`config.mk`:
```
export PLATFORM = sky130hd
export DESIGN_NAME = cordic_angle_reduce
export DESIGN_NICKNAME = d
export VERILOG_FILES = /design/src/rtl/cordic_pkg.sv /design/src/rtl/cordic_angle_reduce.sv
export SDC_FILE = /design/constraint.sdc
export NUM_CORES = 1
export LEC_CHECK = 0
export CAP_MARGIN = 20
export CORE_AREA = 2 2 77 94
export CTS_BUF_LIST = sky130_fd_sc_hd__clkbuf_8
export CTS_CLUSTER_SIZE = 10
export DETAILED_ROUTE_END_ITERATION = 10
export DIE_AREA = 0 0 79 96
export PLACE_DENSITY = 0.86
export SETUP_SLACK_MARGIN = 0.3
export SLEW_MARGIN = 25
export SYNTH_ARGS = -nofsm -noshare
export SYNTH_HDL_FRONTEND = slang
export SYNTH_SLANG_ARGS = --single-unit
```
`constraint.sdc`:
```
create_clock -name clk -period 3.8 [get_ports clk]
set_input_delay 0.57 -clock clk [delete_from_list [all_inputs] [get_ports clk]]
set_output_delay 0.57 -clock clk [all_outputs]
set_load 0.01 [all_outputs]
```
`src/rtl/cordic_pkg.sv`:
```
// Shared Q-format widths, angle constants, FSM state type and fold helper
// for the CORDIC angle range-reduction stage.
package cordic_pkg;

    localparam int IN_FRAC_W  = 24;
    localparam int OUT_FRAC_W = 29;

    // Q7.24 constants, round-to-nearest
    localparam logic signed [31:0] PI      = 32'sh03243F6B;
    localparam logic signed [31:0] TWO_PI  = 32'sh06487ED5;
    localparam logic signed [31:0] HALF_PI = 32'sh01921FB5;

    typedef enum logic [1:0] {
        IDLE = 2'd0,
        WRAP = 2'd1,
        FOLD = 2'd2,
        OUT  = 2'd3
    } state_t;

    // Fold [-pi, pi] into [-pi/2, pi/2]; returns {negate, theta}
    function automatic logic [32:0] fold_angle(input logic signed [31:0] theta);
        logic [32:0] res;
        if (theta > HALF_PI) begin
            res = {1'b1, theta - PI};
        end else if (theta < -HALF_PI) begin
            res = {1'b1, theta + PI};
        end else begin
            res = {1'b0, theta};
        end
        return res;
    endfunction

endpackage

```
`src/rtl/cordic_angle_reduce.sv`:
```
// Range reduction ahead of the CORDIC rotator: wrap to [-pi, pi], fold to [-pi/2, pi/2].
// Define CORDIC_ANGLE_WRAP_EN to include the multi-cycle WRAP state (full +/-128 rad input).
module cordic_angle_reduce
    import cordic_pkg::*;
#(
    parameter int IN_FRAC  = IN_FRAC_W,
    parameter int OUT_FRAC = OUT_FRAC_W
) (
    input  logic        clk,
    input  logic        reset,
    input  logic        in_empty,
    output logic        in_rd_en,
    input  logic [31:0] in_dout,
    output logic [31:0] theta_out,
    output logic        negate_out,
    output logic        out_valid,
    input  logic        out_ready
);

`ifdef CORDIC_ANGLE_WRAP_EN
    localparam state_t POP_NEXT = WRAP;
`else
    localparam state_t POP_NEXT = FOLD;
`endif

    state_t             state_q, state_d;
    logic signed [31:0] theta_q, theta_d;
    logic               negate_q, negate_d;
    logic               xfer_s, pop_s;

    // Handshake decode; the pop is masked while reset is held
    always_comb begin
        xfer_s = (state_q == OUT) && out_ready;
        pop_s  = !reset && !in_empty && ((state_q == IDLE) || xfer_s);
    end

    // State register
    always_ff @(posedge clk or posedge reset) begin
        if (reset) begin
            state_q <= IDLE;
        end else begin
            state_q <= state_d;
        end
    end

    // Next-state logic
    always_comb begin
        state_d = state_q;
        case (state_q)
            IDLE: begin
                if (pop_s) state_d = POP_NEXT;
                else       state_d = IDLE;
            end
`ifdef CORDIC_ANGLE_WRAP_EN
            WRAP: begin
                if ((theta_q > PI) || (theta_q < -PI)) state_d = WRAP;
                else                                   state_d = FOLD;
            end
`endif
            FOLD: state_d = OUT;
            OUT: begin
                if (pop_s)       state_d = POP_NEXT;
                else if (xfer_s) state_d = IDLE;
                else             state_d = OUT;
            end
            default: state_d = IDLE;
        endcase
    end

    // Angle register and negate flag
    always_ff @(posedge clk or posedge reset) begin
        if (reset) begin
            theta_q  <= 32'sd0;
            negate_q <= 1'b0;
        end else begin
            theta_q  <= theta_d;
            negate_q <= negate_d;
        end
    end

    // Datapath: capture on pop, one wrap correction per WRAP cycle, single fold
    always_comb begin
        theta_d  = theta_q;
        negate_d = negate_q;
        if (pop_s) begin
            theta_d  = $signed(in_dout);
            negate_d = 1'b0;
        end else begin
            case (state_q)
`ifdef CORDIC_ANGLE_WRAP_EN
                WRAP: begin
                    if (theta_q > PI)       theta_d = theta_q - TWO_PI;
                    else if (theta_q < -PI) theta_d = theta_q + TWO_PI;
                    else                    theta_d = theta_q;
                end
`endif
                FOLD:    {negate_d, theta_d} = fold_angle(theta_q);
                default: theta_d = theta_q;
            endcase
        end
    end

    // Outputs; theta_out is the held register rescaled to Q2.29
    always_comb begin
        in_rd_en   = pop_s;
        out_valid  = (state_q == OUT);
        theta_out  = theta_q <<< (OUT_FRAC - IN_FRAC);
        negate_out = negate_q;
    end

endmodule
```
* After elaboration in Yosys (flattened, before gate mapping) *
Cells that the tools add are included.

word-level totals
  register bits = 35
  bits in latches = 0
  memory bits (writable) = 0
  ROM bits = 0
  output and inout bits = 35
  word-level logic and storage cells = 29
  memories kept = 0

cells by class
  add/sub/neg operators = 2
  $mul = 0
  div/mod/pow operators = 0
  order comparisons = 2
  equality and inequality tests = 2
  shifts and indexed selects = 0
  mux-type cells = 10
  bitwise logic cells = 0
  reduce and logical (&&, ||, !) cells = 10

operators with widths
  cell                      count
  $mux W33                  2
  $mux W32                  2
  $add A32 B27 Y32 const B  1
  $gt A32 B26 Y1 const B    1
  $lt A32 B26 Y1 const B    1
  $sub A32 B27 Y32 const B  1
  $mux W2                   3
  $pmux W2 S3               1
  $eq A2 B2 Y1 const B      2
  $logic_and A1 B1 Y1       3
  $reduce_bool A3 Y1        1
  $logic_not A1 Y1          2
  $logic_not A2 Y1          1
  $mux W1                   2
  $reduce_and A2 Y1         1
  $reduce_bool A2 Y1        1
  $logic_or A1 B1 Y1        1

* Longest topological paths before layout *
Gate-level depths: netlist (run 1).

  depth in word-level cells = 6
  depth in mapped cells = 12
  gate-level depth less buffers = 10

* Worst setup path after synthesis (run 1) *
No wires, ideal clock.

  path kind = reg2reg
  start = reg theta_q[8]
  end = reg theta_q[28]
  setup time = 0.126 ns
  data arrival time = 2.534 ns
  data required time = 3.674 ns
  setup slack = 1.140 ns
  stages on the path, launching flop included = 10
  period minus slack after synthesis = 2.660 ns
  cells stage by stage = dfrtp_1 > buf_6 > or4_4 > or3_4 > o2111a_2 > a21oi_4 > nor2_2 > a221o_1 > a211oi_2 > a31oi_1

on the way
  cells in the longest elaborated chain, start to end = 5
  elaborated cells between the ends (all ways) = 10
  classes of those cells = add/sub: 2; order compare: 2; mux: 4; reduce/logical: 2

ends and longest elaborated chain
  element                 line                       text
  start, declared         cordic_angle_reduce.sv:27  logic signed [31:0] theta_q, theta_d;
  start signal, assigned  cordic_angle_reduce.sv:76  theta_q <= theta_d;
  $add A32 B27 Y32        cordic_pkg.sv:26           res = {1'b1, theta + PI};
  $mux W33                cordic_pkg.sv:25           end else if (theta < -HALF_PI) begin
  $mux W33                cordic_pkg.sv:23           if (theta > HALF_PI) begin
  $mux W32                cordic_angle_reduce.sv:89  case (state_q)
  $mux W32                cordic_angle_reduce.sv:85  if (pop_s) begin

Parallel ways exist; a longest one is shown, timed or not. The select of a mux whose other input is x is not followed.
A chain may end at the register's enable or synchronous reset.

* Worst setup path after layout (run 1) *
  start = reg theta_q[0]
  end = reg theta_q[9]

The elaborated chain is that of the path after synthesis.

==> impl_summary.md, run 1 <==
Final layout
The area added between synthesis and finish is 14.9%. The non-filler instance count after layout is between 500 and 600. Measured on the finished design, the core utilization comes to 0.605.

The fraction of final layout cells with drive strength greater than 1 is 0.0951. The number of nets in the final layout is 511. 0 antenna diodes ended up in the layout.

Fill cells in the final layout number ~630.

Floorplan
The overall die area is 7580 sq um. In this run the core area contains 33 standard-cell rows. The number of I/O pins is 71.

The area inside the core boundary is 6690 sq um. For this configuration, the core starts out at a cell density of 0.527. The die is 96 um tall.

The die width is 79 um.

Yosys
The share of the Yosys chip area taken by registers is 0.249. The combinational family with the most area after synthesis is compound AO/OA/AOI/OAI gates. The area fraction in compound gates after synthesis was 0.331.

Averaged over all synthesized cells, the footprint is 7.76 sq um. The flip-flop and latch count after synthesis is 35. The area of the mapped netlist is 3520 sq um. Of the total synthesized cell area, the portion taken by AND, OR, NAND and NOR gates is 0.221.

The cell count after synthesis came out at ~450. Measured against the total synthesized area, the mux share comes to 0.00284. The unique cell type count in the Yosys netlist is 76. During synthesis, Yosys emitted a total of 0 warnings.

Of the total synthesized cell area, the portion taken by full adders, half adders and majority gates is 0.0107. The most common flop cell mapped by yosys is sky130_fd_sc_hd__dfrtp_1. For this run, asynchronously set or reset flops after synthesis account for 1.00. The number of enable flip-flop cells after synthesis is 0. Of the total synthesized cell area, the portion taken by XOR and XNOR cells is 0.0448.

Clock network
Buffers added to address setup during post-CTS repair amount to 0. The number of gates resized after CTS is 0. The clock-pin slew on the worst setup and hold paths is 0.08 ns. The number of clock buffers inserted by TritonCTS is 5. The source-to-sink clock delay at the later pin of the worst-skew pair is 0.29 ns.

The total of hold buffers inserted after clock tree synthesis is 0. The TritonCTS clock tree is built. The H-tree was split into 2 levels.

The clock net sink count is 35. The root cell of the clock tree is sky130_fd_sc_hd__clkbuf_8. In this run the deepest clock path goes through 2 buffers.

STA
Of the available clock period, the critical path in the final layout requires 0.823. The shortest clock period the worst path allows after layout is 3.13 ns. Summed over all failing endpoints, the final setup total negative slack is 0 ns. The final count of pins violating max slew was 0. The transition at the pin with the smallest max-transition slack is 0.580 ns.

For the final database, setup skew stands at 0.00417 ns. Setup violations remaining at the end of the flow were counted as 0. The worst hold-check slack is 0.527 ns. The hold violation count in the final report is 0. Derived from the worst setup path, the maximum achievable clock frequency is 0.320 GHz. Setup repair after global routing left no endpoint under its margin.

In this run the tightest slew margin relative to its limit is 0.612.

Detailed routing
The number of routed nets with antenna violations is 0. The routed layout has 3692 vias. The final wirelength is 10600 um. The first TritonRoute pass finished after 7 iterations. The average wire length per cell after detail routing is 18.8 um. The number of DRC violations after detailed routing is 0. The violation count after the first detailed-route iteration is 444. The average via count per standard cell is roughly 6.6.

Power and ir drop
Of the total power, the share spent switching nets is 0.516. The design internal power is approximately 1900 uW. Summed over all nets, the switching power comes to 2030 uW.

For this design the static power due to leakage is 0.00152 uW. The combinational share of power is 0.660. The total power density per cell area is 973 nW/um^2. The proportion of power drawn by the clock network is 0.069.

The sequential group share of total power is 0.271. VDD sags by at most 0.000391 V.

Min path
The classification of the worst-slack hold path is reg -> reg. Counting instances, the worst hold path has a depth of 2. The startpoint identified for the worst hold timing path is negate_out. For hold timing, the worst endpoint is negate_out.

Setup path
Data on the critical path arrives at its endpoint at 3.29 ns. The critical-path cell with the highest stage delay is sky130_fd_sc_hd__dfrtp_1. The category of the worst setup path capture point is a flip-flop.

The largest single stage delay on the critical path is 0.51 ns. Traced cell by cell, the critical path runs through ha_1, o21a_1, o31a_1, o311ai_2, and3_1, buf_4, nand3b_1, a21oi_1, xnor2_1, o21ai_0. The worst register-to-register path ends at theta_q[9]. The logic depth of the worst register-to-register path is 10. The critical path is of the reg -> reg type. Setup slack on the worst reg-to-reg path comes out at 0.67 ns. The startpoint identified for the worst register-to-register timing path is theta_q[0]. The worst setup path is launched from a flip-flop. Along the worst path, the maximum fanout reaches 15. For the worst setup path, the data required time is roughly 4.0 ns.

Placement
The detailed placer's ending HPWL is 7470 um. The count of buffers added on input and output ports is 65. The number of placed instances, taps included, is 552.

The congestion estimate from routability-driven global placement came to 0.993.

Global route
The initial antenna violation count is 0. The first-pass GRT wire length is 16800 um. The number of global-route vias before repair is between 3k and 4k. Entering global routing, the biggest net connects 39 pins. In the global route stage, overall resource usage came out at 0.280.

Global routing finished with a remaining overflow of 0.

Job
Across the run, the number of max-cap violations was 0.

Run status
The flow ran to the end, and the final reports show no timing, DRC or antenna violations.
[cell families after synthesis]
| kind of cell | Yosys count |
|---|---|
| muxes | 1 |
| AOI/OAI and AO/OA | 157 |
| other | 1 |
| DFF | 35 |
| xor gates and xnor gates | 18 |
| and+or+nand+nor | 153 |
| buffers and inverters | 86 |
| adders and majority gates | 3 |
[cells in the mapped netlist, drive strengths merged (4+ instances only)]
cell / number / area (sq um)
buf: 50 / 358
nand2: 45 / 169
nor2: 39 / 149
dfrtp: 35 / 876
a21oi: 29 / 160
o21ai: 28 / 140
clkbuf: 23 / 86.3
a31oi: 15 / 100
inv: 12 / 45.0
nor3: 11 / 60.1
xnor2: 11 / 96.3
nand3: 9 / 45.0
a221oi: 7 / 92.6
nand4: 7 / 43.8
xor2: 7 / 61.3
a22oi: 6 / 45.0
a211oi: 5 / 42.5
and3: 5 / 31.3
nor4: 5 / 37.5
o21a: 5 / 37.5
o22ai: 5 / 31.3
or3: 5 / 36.3
a221o: 4 / 40.0
a31o: 4 / 35.0
nor2b: 4 / 25.0
o211ai: 4 / 30.0
o32ai: 4 / 35.0
or4: 4 / 33.8
[sequential cells by signal, summed over array words and instances (netlist names)]
signal	cells
negate_out	1
theta_q	32
state_q	2
[power groups by stage]
stage	sequential [uW]	clock, uW	combinational [uW]
final	1070	271	2600
after global routing	1110	280	2810
after CTS	1050	272	2560
after detailed placement	1060	0	2540
after global placement	1030	0	2510
after floorplan	731	0	2220
[worst max-delay path, delay by kind of cell (launching register included)]
| family | cells | cell delay, ns |
|---|---|---|
| DFF | 1 | 0.51 |
| xor gates and xnor gates | 1 | 0.14 |
| adders and majority gates | 1 | 0.29 |
| and+or+nand+nor | 2 | 0.58 |
| AOI/OAI and AO/OA | 5 | 1.15 |
| buffers and inverters | 1 | 0.31 |
[cell type report]
class,instances,area [sq um],share of cell area
multi-input cells,337,2170,0.536
clock buffers,5,68.8,0.0170
flip-flops and latches,35,876,0.216
inverters,13,48.8,0.0121
repair buffers,80,763,0.189
well taps,87,109,0.0269
clock inverters,3,12.5,0.00309
[metal layers]
metal | part of all wire | GRT usage | vias to the layer above
met5 | 0 | 0 | -
met4 | 0.042 | 0.132 | 0
met3 | 0.085 | 0.0347 | 42
met2 | 0.48 | 0.485 | 226
met1 | 0.39 | 0.346 | 1734
li1 | - | - | 1690
[how the worst max path moves through the flow]
| stage | from | end |
|---|---|---|
| floorplan | theta_q[8] | theta_q[28] |
| global placement | theta_q[0] | theta_q[9] |
| detailed placement | theta_q[0] | theta_q[9] |
| CTS | theta_q[0] | theta_q[9] |
| global route | theta_q[0] | theta_q[15] |
| finish | theta_q[0] | theta_q[9] |
[layout by cell type, fill, tap and decap left out, types with 7 or more instances in the layout]
master / synthesis / final
sky130_fd_sc_hd__nor3_1: 10 / 10
sky130_fd_sc_hd__dfrtp_1: 35 / 35
sky130_fd_sc_hd__buf_4: 33 / 15
sky130_fd_sc_hd__a21oi_1: 27 / 27
sky130_fd_sc_hd__clkdlybuf4s50_1: 0 / 65
sky130_fd_sc_hd__o21ai_0: 27 / 27
sky130_fd_sc_hd__xnor2_1: 11 / 11
sky130_fd_sc_hd__nand4_1: 7 / 7
sky130_fd_sc_hd__inv_1: 12 / 14
sky130_fd_sc_hd__nand3_1: 9 / 9
sky130_fd_sc_hd__a31oi_1: 14 / 14
sky130_fd_sc_hd__xor2_1: 7 / 7
sky130_fd_sc_hd__nor2_1: 38 / 38
sky130_fd_sc_hd__nand2_1: 45 / 45
[stage by stage]
| step | instance area (sq um) | setup WS (ns) | total power [uW] |
|---|---|---|---|
| after floorplan | 3540 | 1.14 | 2950 |
| after global placement | 3970 | 0.825 | 3540 |
| after detailed placement | 3970 | 0.751 | 3600 |
| after CTS | 4050 | 0.707 | 3880 |
| after global routing | 4050 | 0.500 | 4200 |
| final | 4050 | 0.672 | 3940 |
Power figures use the tool's default switching activity.
==> run 2, diff against run 1 <==
CORE_AREA = 2 2 81 98   (was 2 2 77 94)
DIE_AREA = 0 0 83 100   (was 0 0 79 96)
PLACE_DENSITY = 0.82   (was 0.86)
clock period = 2.54 ns   (was 3.8 ns; I/O delays follow)
==> run 2 against run 1 <==
- the flow now finishes with violations (negative setup slack)
- core utilization rose by 13 points
- final area rose by 35%
- sequential share of layout area fell by 5.6 points
- critical path type unchanged
- clock skew rose by 0.014 ns
- worst setup slack worse by 0.80 ns
- non-clock buffer count up 114
- global-route usage rose by 3.6 points
- highest routed layer unchanged
- via count grew 19%
==> impl_summary.md, run 2 (synthesized netlist as in run 1, its figures left out) <==
Setup path
The register-to-register setup slack is -0.12 ns (was 0.67 ns). The category of the worst setup path capture point is a flip-flop (unchanged). The source of the worst register-to-register timing path was theta_q[0] (unchanged). The critical path start-end classification is reg -> reg (unchanged). The capture instance of the worst register-to-register path is theta_q[27] (was theta_q[9]). The required time at the endpoint of the critical path is 2.72 ns (was 3.96 ns). The critical path arrival came to 2.84 ns (was 3.29 ns). The element type at the critical path start is a flip-flop (unchanged). The logic depth of the worst register-to-register path is 10 (unchanged).

The top fanout value on the critical path is 5 (was 15).

STA
The final sum of negative setup slack is -1.01 ns (was 0 ns). The final count of pins violating max slew came to 0 (unchanged). The maximum clock skew at final layout was 0.0177 ns (was 0.00417 ns).

The total setup violations reported at the end of the flow is 20 (was 0). The worst max-slew margin expressed relative to the limit came to 0.605 (was 0.612). The final critical-path share of the clock period is 1.05 (was 0.823). Setup repair after global routing missed its margin: yes (was no). The setup slack after layout is -0.124 ns (was 0.672 ns). The shortest clock period the worst path allows after layout is 2.66 ns (was 3.13 ns).

The worst hold-check slack was 0.520 ns (was 0.527 ns). The transition at the pin with the smallest max-transition slack was 0.590 ns (was 0.580 ns). The top achievable clock speed is 0.375 GHz (was 0.320 GHz).

The hold violation count in the final report came to 0 (unchanged).

Min path
The classification of the worst-slack hold path is reg -> reg (unchanged). The critical hold path startpoint is negate_out (unchanged). The worst hold endpoint was negate_out (unchanged). The hold-critical path depth was 2 (unchanged).

Run status
Outcome: finished, violations left (was complete, no violations). The checks that failed: negative setup slack.

Detailed routing
The final wirelength is 14500 um (was 10600 um). The average wire length per cell after detail routing is 21.3 um (was 18.8 um). The violation count after the first detailed-route iteration is 480 (was 444). The average via count per standard cell is 6.48 (was 6.59).

The number of vias after detailed routing is 4403 (was 3692). The number of routed nets with antenna violations is 0 (unchanged). The first-pass iteration count of the detailed router was 5 (was 7). The number of DRC violations after detailed routing was 0 (unchanged).

Global route
The first-pass GRT wire length is 21000 um (was 16800 um). The overall track demand over capacity in global routing is 0.316 (was 0.280). The initial antenna violation count is 0 (unchanged). The sum of overflow across all layers after global routing is 0 (unchanged).

The maximum number of pins on one net before global-route repair is 39 (unchanged). The number of global-route vias before repair is 4106 (was 3459).

Floorplan
The area inside the core boundary came to 7490 sq um (was 6690 sq um). The overall die area is 8300 sq um (was 7580 sq um). The overall die height came to 100 um (was 96 um). The die width came to 83 um (was 79 um). The cell row count is 35 (was 33).

The number of I/O pins is 71 (unchanged). The effective utilization at floorplan was 0.470 (was 0.527).

Placement
The count of buffers from port buffering is 65 (unchanged). The last weighted congestion value of the routability-driven placer was 1.03 (was 0.993). The detailed placer's ending HPWL is 9860 um (was 7470 um).

Final layout
The fraction of final layout cells with drive strength greater than 1 is 0.371 (was 0.0951). Most used cells in the layout excluding fill and tap cells: sky130_fd_sc_hd__buf_4 (114), sky130_fd_sc_hd__clkdlybuf4s50_1 (64), sky130_fd_sc_hd__nand2_1 (42) (was sky130_fd_sc_hd__clkdlybuf4s50_1 (65), sky130_fd_sc_hd__nand2_1 (45), sky130_fd_sc_hd__nor2_1 (38)). The number of nets in the final layout came to 625 (was 511). The largest register by flop count is theta_q (unchanged).

The count of inserted antenna diode cells was 0 (unchanged). The area added between synthesis and finish was 55.4% (was 14.9%). The total of fill cells in the finished design came to 539 (was 627).

The number of flip-flops in the largest register is 32 (unchanged). The most common cell after layout, fill and taps aside is sky130_fd_sc_hd__buf_4 (was sky130_fd_sc_hd__clkdlybuf4s50_1).

Clock network
The number of clock buffers inserted by TritonCTS is 5 (unchanged). The maximum clock path buffer count is 2 (unchanged). The root cell of the clock tree is sky130_fd_sc_hd__clkbuf_8 (unchanged).

The total of hold buffers inserted after clock tree synthesis was 0 (unchanged). The clock net sink count was 35 (unchanged). The TritonCTS clock tree is built (unchanged). The source-to-sink clock delay at the later pin of the worst-skew pair is 0.30 ns (was 0.29 ns). The number of H-tree branching levels is 2 (unchanged). The clock-pin slew on the worst setup and hold paths is 0.09 ns (was 0.08 ns).

Power and ir drop
The total power density per cell area is 1540 nW/um^2 (was 973 nW/um^2). The static leakage power is 0.00221 uW (was 0.00152 uW). The worst ir drop on vdd is 0.000871 V (was 0.000391 V).

Job
The total of max-cap violations was 0 (unchanged).
-- run 2: cell type report --
cell class | count | area, sq um | share of cell area
clock buffers | 7 | 96.3 | 0.0176
clock inverters | 1 | 7.51 | 0.00137
inverters | 13 | 48.8 | 0.00892
multi-input cells | 337 | 2600 | 0.476
flip-flops and latches | 35 | 880 | 0.161
well taps | 92 | 115 | 0.0210
repair buffers | 194 | 1720 | 0.315
-- run 2: repair_timing --
item                                    in CTS  in global routing
gates resized for setup                     18                 73
buffers inserted                             6                 14
endpoints found under the setup margin      34                 33
pin swaps                                   12                 39
gates cloned                                 1                  2
-- run 2: per-stage QoR --
stage	cell area [sq um]	power, uW	util	worst slack [ns]	cells
after detailed placement	4740	6640	0.633	-0.0561	648
after CTS	4980	7350	0.665	-0.0617	663
after global placement	4740	6540	0.633	-0.0150	648
final	5470	8400	0.731	-0.124	679
after floorplan	3650	4610	-	0.0111	458
after global routing	5470	8810	0.731	-0.191	679
-- run 2: worst max-delay path by stage --
| stage | start | endpoint | slack [ns] |
|---|---|---|---|
| after detailed placement | theta_q[16] | theta_q[28] | -0.06 |
| after global routing | theta_q[0] | theta_q[13] | -0.19 |
| after floorplan | theta_q[9] | theta_q[28] | 0.01 |
| final | theta_q[0] | theta_q[27] | -0.12 |
| after global placement | theta_q[11] | theta_q[28] | -0.01 |
| after CTS | theta_q[9] | theta_q[24] | -0.06 |
-- run 2: metal layers --
layer / global-route usage / vias to the layer above / share of wire
met3: 0.0485 / 87 / 0.083
met1: 0.382 / 2089 / 0.38
met4: 0.172 / 0 / 0.072
met2: 0.542 / 314 / 0.47
met5: 0 / - / 0
li1: - / 1913 / -
-- run 2: report_power, final --
part,internal (uW),leakage [uW],switching [uW]
Clock,248,0.0000505,251
Sequential,867,0.000402,381
Combinational,3240,0.00175,3410
Total,4360,0.00221,4050
-- run 2: critical path, cell delays in order (launching register included) --
cell and delay, ns:
sky130_fd_sc_hd__dfrtp_1 0.43, sky130_fd_sc_hd__ha_2 0.22, sky130_fd_sc_hd__o21a_1 0.19, sky130_fd_sc_hd__o31a_1 0.27, sky130_fd_sc_hd__o311ai_4 0.35, sky130_fd_sc_hd__and4_4 0.30, sky130_fd_sc_hd__a31oi_4 0.07, sky130_fd_sc_hd__buf_6 0.18
sky130_fd_sc_hd__buf_6 0.12, sky130_fd_sc_hd__and3_4 0.15, sky130_fd_sc_hd__a221o_1 0.25
